$ cat config.mk
export PLATFORM = sky130hd
export DESIGN_NAME = key_step_counter
export DESIGN_NICKNAME = d
export VERILOG_FILES = /design/src/rtl/key_step_counter.sv
export SDC_FILE = /design/constraint.sdc
export NUM_CORES = 1
export LEC_CHECK = 0
export CORE_UTILIZATION = 41
export CTS_CLUSTER_DIAMETER = 60
export CTS_CLUSTER_SIZE = 8
export DETAILED_ROUTE_END_ITERATION = 8
export GPL_ROUTABILITY_DRIVEN = 0
export HOLD_SLACK_MARGIN = 0.15
export SYNTH_ARGS = -nofsm -noshare
export SYNTH_HDL_FRONTEND = slang
export SYNTH_SLANG_ARGS = --single-unit
$ cat constraint.sdc
create_clock -name clock -period 2.43 [get_ports clock]
set_input_delay 0.486 -clock clock [delete_from_list [all_inputs] [get_ports clock]]
set_output_delay 0.486 -clock clock [all_outputs]
set_load 0.05 [all_outputs]
$ cat src/rtl/key_step_counter.sv
// Two-key up/down counter with synchroniser, debounce and press detect, feeding a 0..15 display.
// Optional per-key auto-repeat while a key is held is enabled by defining AUTO_REPEAT_EN.
module key_step_counter #(
    parameter int DEBOUNCE_CYCLES = 500000,
    parameter int WRAP            = 1,
    parameter int REPEAT_CYCLES   = 25000000
) (
    input  logic       clock,
    input  logic       resetn,
    input  logic       key_up_n,
    input  logic       key_down_n,
    input  logic       load,
    input  logic [3:0] load_val,
    output logic [3:0] value,
    output logic       changed,
    output logic       wrap
);

    localparam logic [19:0] DB_LAST = 20'(DEBOUNCE_CYCLES - 1);

    // Bit 0 carries the up key, bit 1 the down key.
    logic [1:0]       meta_r;
    logic [1:0]       sync_r;
    logic [1:0]       stable_r;
    logic [1:0]       stable_prev_r;
    logic [1:0][19:0] db_cnt_r;
    logic [1:0]       press_s;
    logic [1:0]       step_s;
    logic [3:0]       next_value_s;
    logic             next_changed_s;
    logic             next_wrap_s;

    // Two-flop synchroniser for the raw key levels.
    always_ff @(posedge clock or negedge resetn) begin
        if (!resetn) begin
            meta_r <= 2'b11;
            sync_r <= 2'b11;
        end else begin
            meta_r <= {key_down_n, key_up_n};
            sync_r <= meta_r;
        end
    end

    // Debounce: accept a new level only after DEBOUNCE_CYCLES consecutive differing cycles.
    always_ff @(posedge clock or negedge resetn) begin
        if (!resetn) begin
            stable_r      <= 2'b11;
            stable_prev_r <= 2'b11;
            db_cnt_r      <= '0;
        end else begin
            stable_prev_r <= stable_r;
            for (int k = 0; k < 2; k++) begin
                if (sync_r[k] != stable_r[k]) begin
                    if (db_cnt_r[k] == DB_LAST) begin
                        stable_r[k] <= sync_r[k];
                        db_cnt_r[k] <= 20'd0;
                    end else begin
                        db_cnt_r[k] <= db_cnt_r[k] + 20'd1;
                    end
                end else begin
                    db_cnt_r[k] <= 20'd0;
                end
            end
        end
    end

    assign press_s = stable_prev_r & ~stable_r;

`ifdef AUTO_REPEAT_EN
    localparam int             HOLD_W    = $clog2(REPEAT_CYCLES + 1);
    localparam logic [HOLD_W-1:0] HOLD_LAST = HOLD_W'(REPEAT_CYCLES - 1);

    logic [1:0][HOLD_W-1:0] hold_cnt_r;
    logic [1:0]             repeat_s;

    // Hold counters start the cycle after the press step so repeats land every REPEAT_CYCLES.
    always_ff @(posedge clock or negedge resetn) begin
        if (!resetn) begin
            hold_cnt_r <= '0;
        end else begin
            for (int k = 0; k < 2; k++) begin
                if (!stable_r[k] && !stable_prev_r[k]) begin
                    if (hold_cnt_r[k] == HOLD_LAST) begin
                        hold_cnt_r[k] <= '0;
                    end else begin
                        hold_cnt_r[k] <= hold_cnt_r[k] + HOLD_W'(1);
                    end
                end else begin
                    hold_cnt_r[k] <= '0;
                end
            end
        end
    end

    // Step sources: initial press plus periodic repeats while held.
    always_comb begin
        repeat_s = 2'b00;
        for (int k = 0; k < 2; k++) begin
            if (!stable_r[k] && !stable_prev_r[k] && (hold_cnt_r[k] == HOLD_LAST)) begin
                repeat_s[k] = 1'b1;
            end else begin
                repeat_s[k] = 1'b0;
            end
        end
        step_s = press_s | repeat_s;
    end
`else
    // Single step per accepted press; the repeat interval has no effect in this build.
    always_comb begin
        step_s = 2'b00;
        if (REPEAT_CYCLES > 0) begin
            step_s = press_s;
        end else begin
            step_s = press_s;
        end
    end
`endif

    // Next value: load beats steps, simultaneous up/down cancels, ends wrap or saturate.
    always_comb begin
        next_value_s   = value;
        next_changed_s = 1'b0;
        next_wrap_s    = 1'b0;
        if (load) begin
            next_value_s   = load_val;
            next_changed_s = 1'b1;
        end else if (step_s == 2'b01) begin
            if (value != 4'd15) begin
                next_value_s   = value + 4'd1;
                next_changed_s = 1'b1;
            end else if (WRAP != 0) begin
                next_value_s   = 4'd0;
                next_changed_s = 1'b1;
                next_wrap_s    = 1'b1;
            end else begin
                next_value_s = value;
            end
        end else if (step_s == 2'b10) begin
            if (value != 4'd0) begin
                next_value_s   = value - 4'd1;
                next_changed_s = 1'b1;
            end else if (WRAP != 0) begin
                next_value_s   = 4'd15;
                next_changed_s = 1'b1;
                next_wrap_s    = 1'b1;
            end else begin
                next_value_s = value;
            end
        end else begin
            next_value_s = value;
        end
    end

    // Registered outputs.
    always_ff @(posedge clock or negedge resetn) begin
        if (!resetn) begin
            value   <= 4'd0;
            changed <= 1'b0;
            wrap    <= 1'b0;
        end else begin
            value   <= next_value_s;
            changed <= next_changed_s;
            wrap    <= next_wrap_s;
        end
    end

endmodule

==> summary.txt <==
Floorplanning
  • Die Width: 83.5 um
  • Initial Util: 42.7%
  • Die height: 83.5 um
  • Die area: 0.00698 mm2
  • Core region area: 0.00639 mm2
  • Core Rows: 29
  • I/O pin cnt: 15

Worst hold path
  • Hold/Removal Path Class: reg -> reg

Detailed routing
  • Vias: 1970
  • Drt pass-1 iters: 4
  • Drt via density: 5.31
  • Routed Wire Length: 4870 um
  • Remaining antenna violation count: 0
  • Initial DRC count: 56
  • DR WL/cell: 13.1 um
  • Drt drc: 0

Global routing
  • First-pass GRT wire length: 9000 um
  • Initial antenna violation count: 0
  • Grt ovf: 0
  • Largest net degree at the start of global routing: 22
  • Vias in the first global route: 2030
  • Overall global routing resource usage: 15.7%

Yosys
  • Post-synth EDFFs: 0
  • Adder-cell share of the synthesized area: 2.75%
  • Post-Syn Area per Cell: 9.84 um2
  • Synth Area in Simple Gates: 24.8%
  • Post-Synth XOR/XNOR Area: 8.67%
  • Synth Instances: 277
  • Mux contribution to synthesized area: 0.826%
  • Syn nets: 292
  • Area of the mapped netlist: 0.00273 mm2
  • Asr flop ratio synth: 100%
  • Largest family of logic cells by synthesized area: simple AND/OR/NAND/NOR gates
  • Main synth FF type: dfrtp_1
  • Synth Area in Compound Gates: 9.59%
  • Post-synthesis cell type count: 44
  • Flops & latches, synth: 54
  • Sequential share of the synthesized area: 49.9%
  • Yosys warning count: 0

Clock network
  • Root buffer cell: clkbuf_8
  • # resized after CTS: 0
  • Clock Sinks: 54
  • Worst-path clk slew: 0.10 ns
  • CTS Buf Count: 5
  • Clk_lat worst skew: 0.31 ns
  • TritonCTS clock tree: done
  • Max H-tree Level: 2
  • Post-CTS Setup Repair Bufs: 0
  • Max Buffers Root-to-Sink: 2

Critical path
  • Crit-path slowest cell: clkdlybuf4s50_1
  • Buf/Inv on CP: 1
  • Startpoint type of the worst setup path: flip-flop
  • Family with the most delay on the worst path: buffers and inverters
  • CP cell instances: clkdlybuf4s50_1
  • CP Capture Type: output pin
  • Critical Path RT: 1.94 ns
  • Crit path kind: reg -> out
  • CP arrival: 1.67 ns
  • Max incr delay on CP: 0.85 ns
  • Crit Path Max Fanout: 8

Cells and area
  • Commonest non-fill, non-tap cells in the layout: dfrtp_1, nor2_1, nand2_1, xnor2_1, a21oi_1
  • Commonest non-fill, non-tap cell in the layout: dfrtp_1
  • Synthesis-to-layout area growth: 13.7%
  • Design Area, Final: 0.00310 mm2
  • Layout cell share with drive strength beyond 1: 10.5%
  • Antenna fix cells: 0
  • Nets: 308
  • Layout Utilization: 48.5%

Power and ir drop
  • PwrDens: 582 mW/mm2
  • Leakage: 1.22 nW
  • Final Power: 0.00180 W
  • Peak VDD IR: 325 uV

Timing
  • Worst slew margin: 66.5%
  • Final Cycle Share: 88.9%
  • Setup Skew: 0.0131 ns
  • Unrepaired setup endpoints after global routing: no
  • Hold Vio Cnt, Final: 0
  • Period minus WS final: 2.16 ns
  • Setup TNS: 0 ns
  • Setup violators final: 0
  • Fmax: 0.463 GHz
  • Setup ws final: 0.270 ns
  • Slew @ Worst Pin: 0.501 ns
  • Max Slew Vio Count: 0

Placement
  • Port Buf Inserts: 14
  • Area after DPL: 0.00295 mm2
  • Pre-CTS WS: 0.400 ns
  • DPL Wire Length: 3490 um

Status
  • Status: complete, no violations

Run
  • MaxCap Viol Count: 0
[final timing paths]
kind,endpoint,startpoint,depth (start not counted),slack (ns)
hold / removal,sync_r[1],meta_r[1],0,0.36
max in group asynchronous,stable_r[0],resetn,3,1.08
setup / recovery,value[2],value[2],1,0.27
setup reg to reg,db_cnt_r[17],db_cnt_r[7],4,0.38
min in group asynchronous,db_cnt_r[4],resetn,2,0.65
hold reg to reg,sync_r[1],meta_r[1],0,0.36
[metrics by stage]
step	cells	hold WS (ns)
after CTS	371	0.361
after floorplan	277	0.190
after detailed placement	362	0.347
final	371	0.360
after global placement	362	0.346
after global routing	371	0.371
[cell usage after synthesis, types with 6 or more instances]
library cell	number	share of area [%]
a21oi_1	16	2.9
clkbuf_1	6	0.83
dfrtp_1	46	42
dfstp_2	8	7.7
ha_1	6	2.8
inv_1	12	1.7
nand2_1	20	2.8
nand3_1	10	1.8
nand4_1	11	2.5
nor2_1	30	4.1
nor3_1	8	1.5
nor4_1	6	1.4
o21ai_0	10	1.8
o31ai_1	7	1.9
or3_1	7	1.6
or4_1	10	2.8
xnor2_1	16	5.1
xor2_1	11	3.5
[final cells by class]
cell class | count | area, um2
inverters | 12 | 45.0
clock inverters | 2 | 60.1
multi-input cells | 200 | 1270
repair buffers | 20 | 183
fillers | 619 | 3290
well taps | 77 | 96.3
flip-flops and latches | 54 | 1360
clock buffers | 6 | 82.6
[metal layers]
layer	vias to the layer above	GRT usage, %	routed length, um
met5	-	0	0
met2	14	26.4	2320
li1	1018	-	-
met1	933	20.6	2400
met4	0	4.62	48
met3	5	2.97	103
[cells by family (layout without fill, tap and decap cells)]
| logic type | count (synthesis) | in the layout |
|---|---|---|
| and+or+nand+nor | 123 | 123 |
| DFF | 54 | 54 |
| AOI/OAI and AO/OA | 42 | 42 |
| buffers and inverters | 23 | 40 |
| xor gates and xnor gates | 27 | 27 |
| adders and majority gates | 6 | 6 |
| muxes | 2 | 2 |
[state kept, by name, summed over array words and instances, names as in the netlist]
name           flops
changed            1
db_cnt_r          40
meta_r             2
stable_prev_r      2
stable_r           2
sync_r             2
value              4
wrap               1
[power breakdown]
part	internal, W	total, W	switching, W
Clock	0.000439	0.000725	0.000286
Combinational	0.0000536	0.000135	0.0000812
Sequential	0.000919	0.000943	0.0000236
Total	0.00141	0.00180	0.000391
[what timing repair did]
item | in CTS | in global routing
endpoints found under the setup margin | 0 | 0
hold endpoints to repair | 19 | 0
hold buffers | 1 | 0
Power figures use the tool's default switching activity.
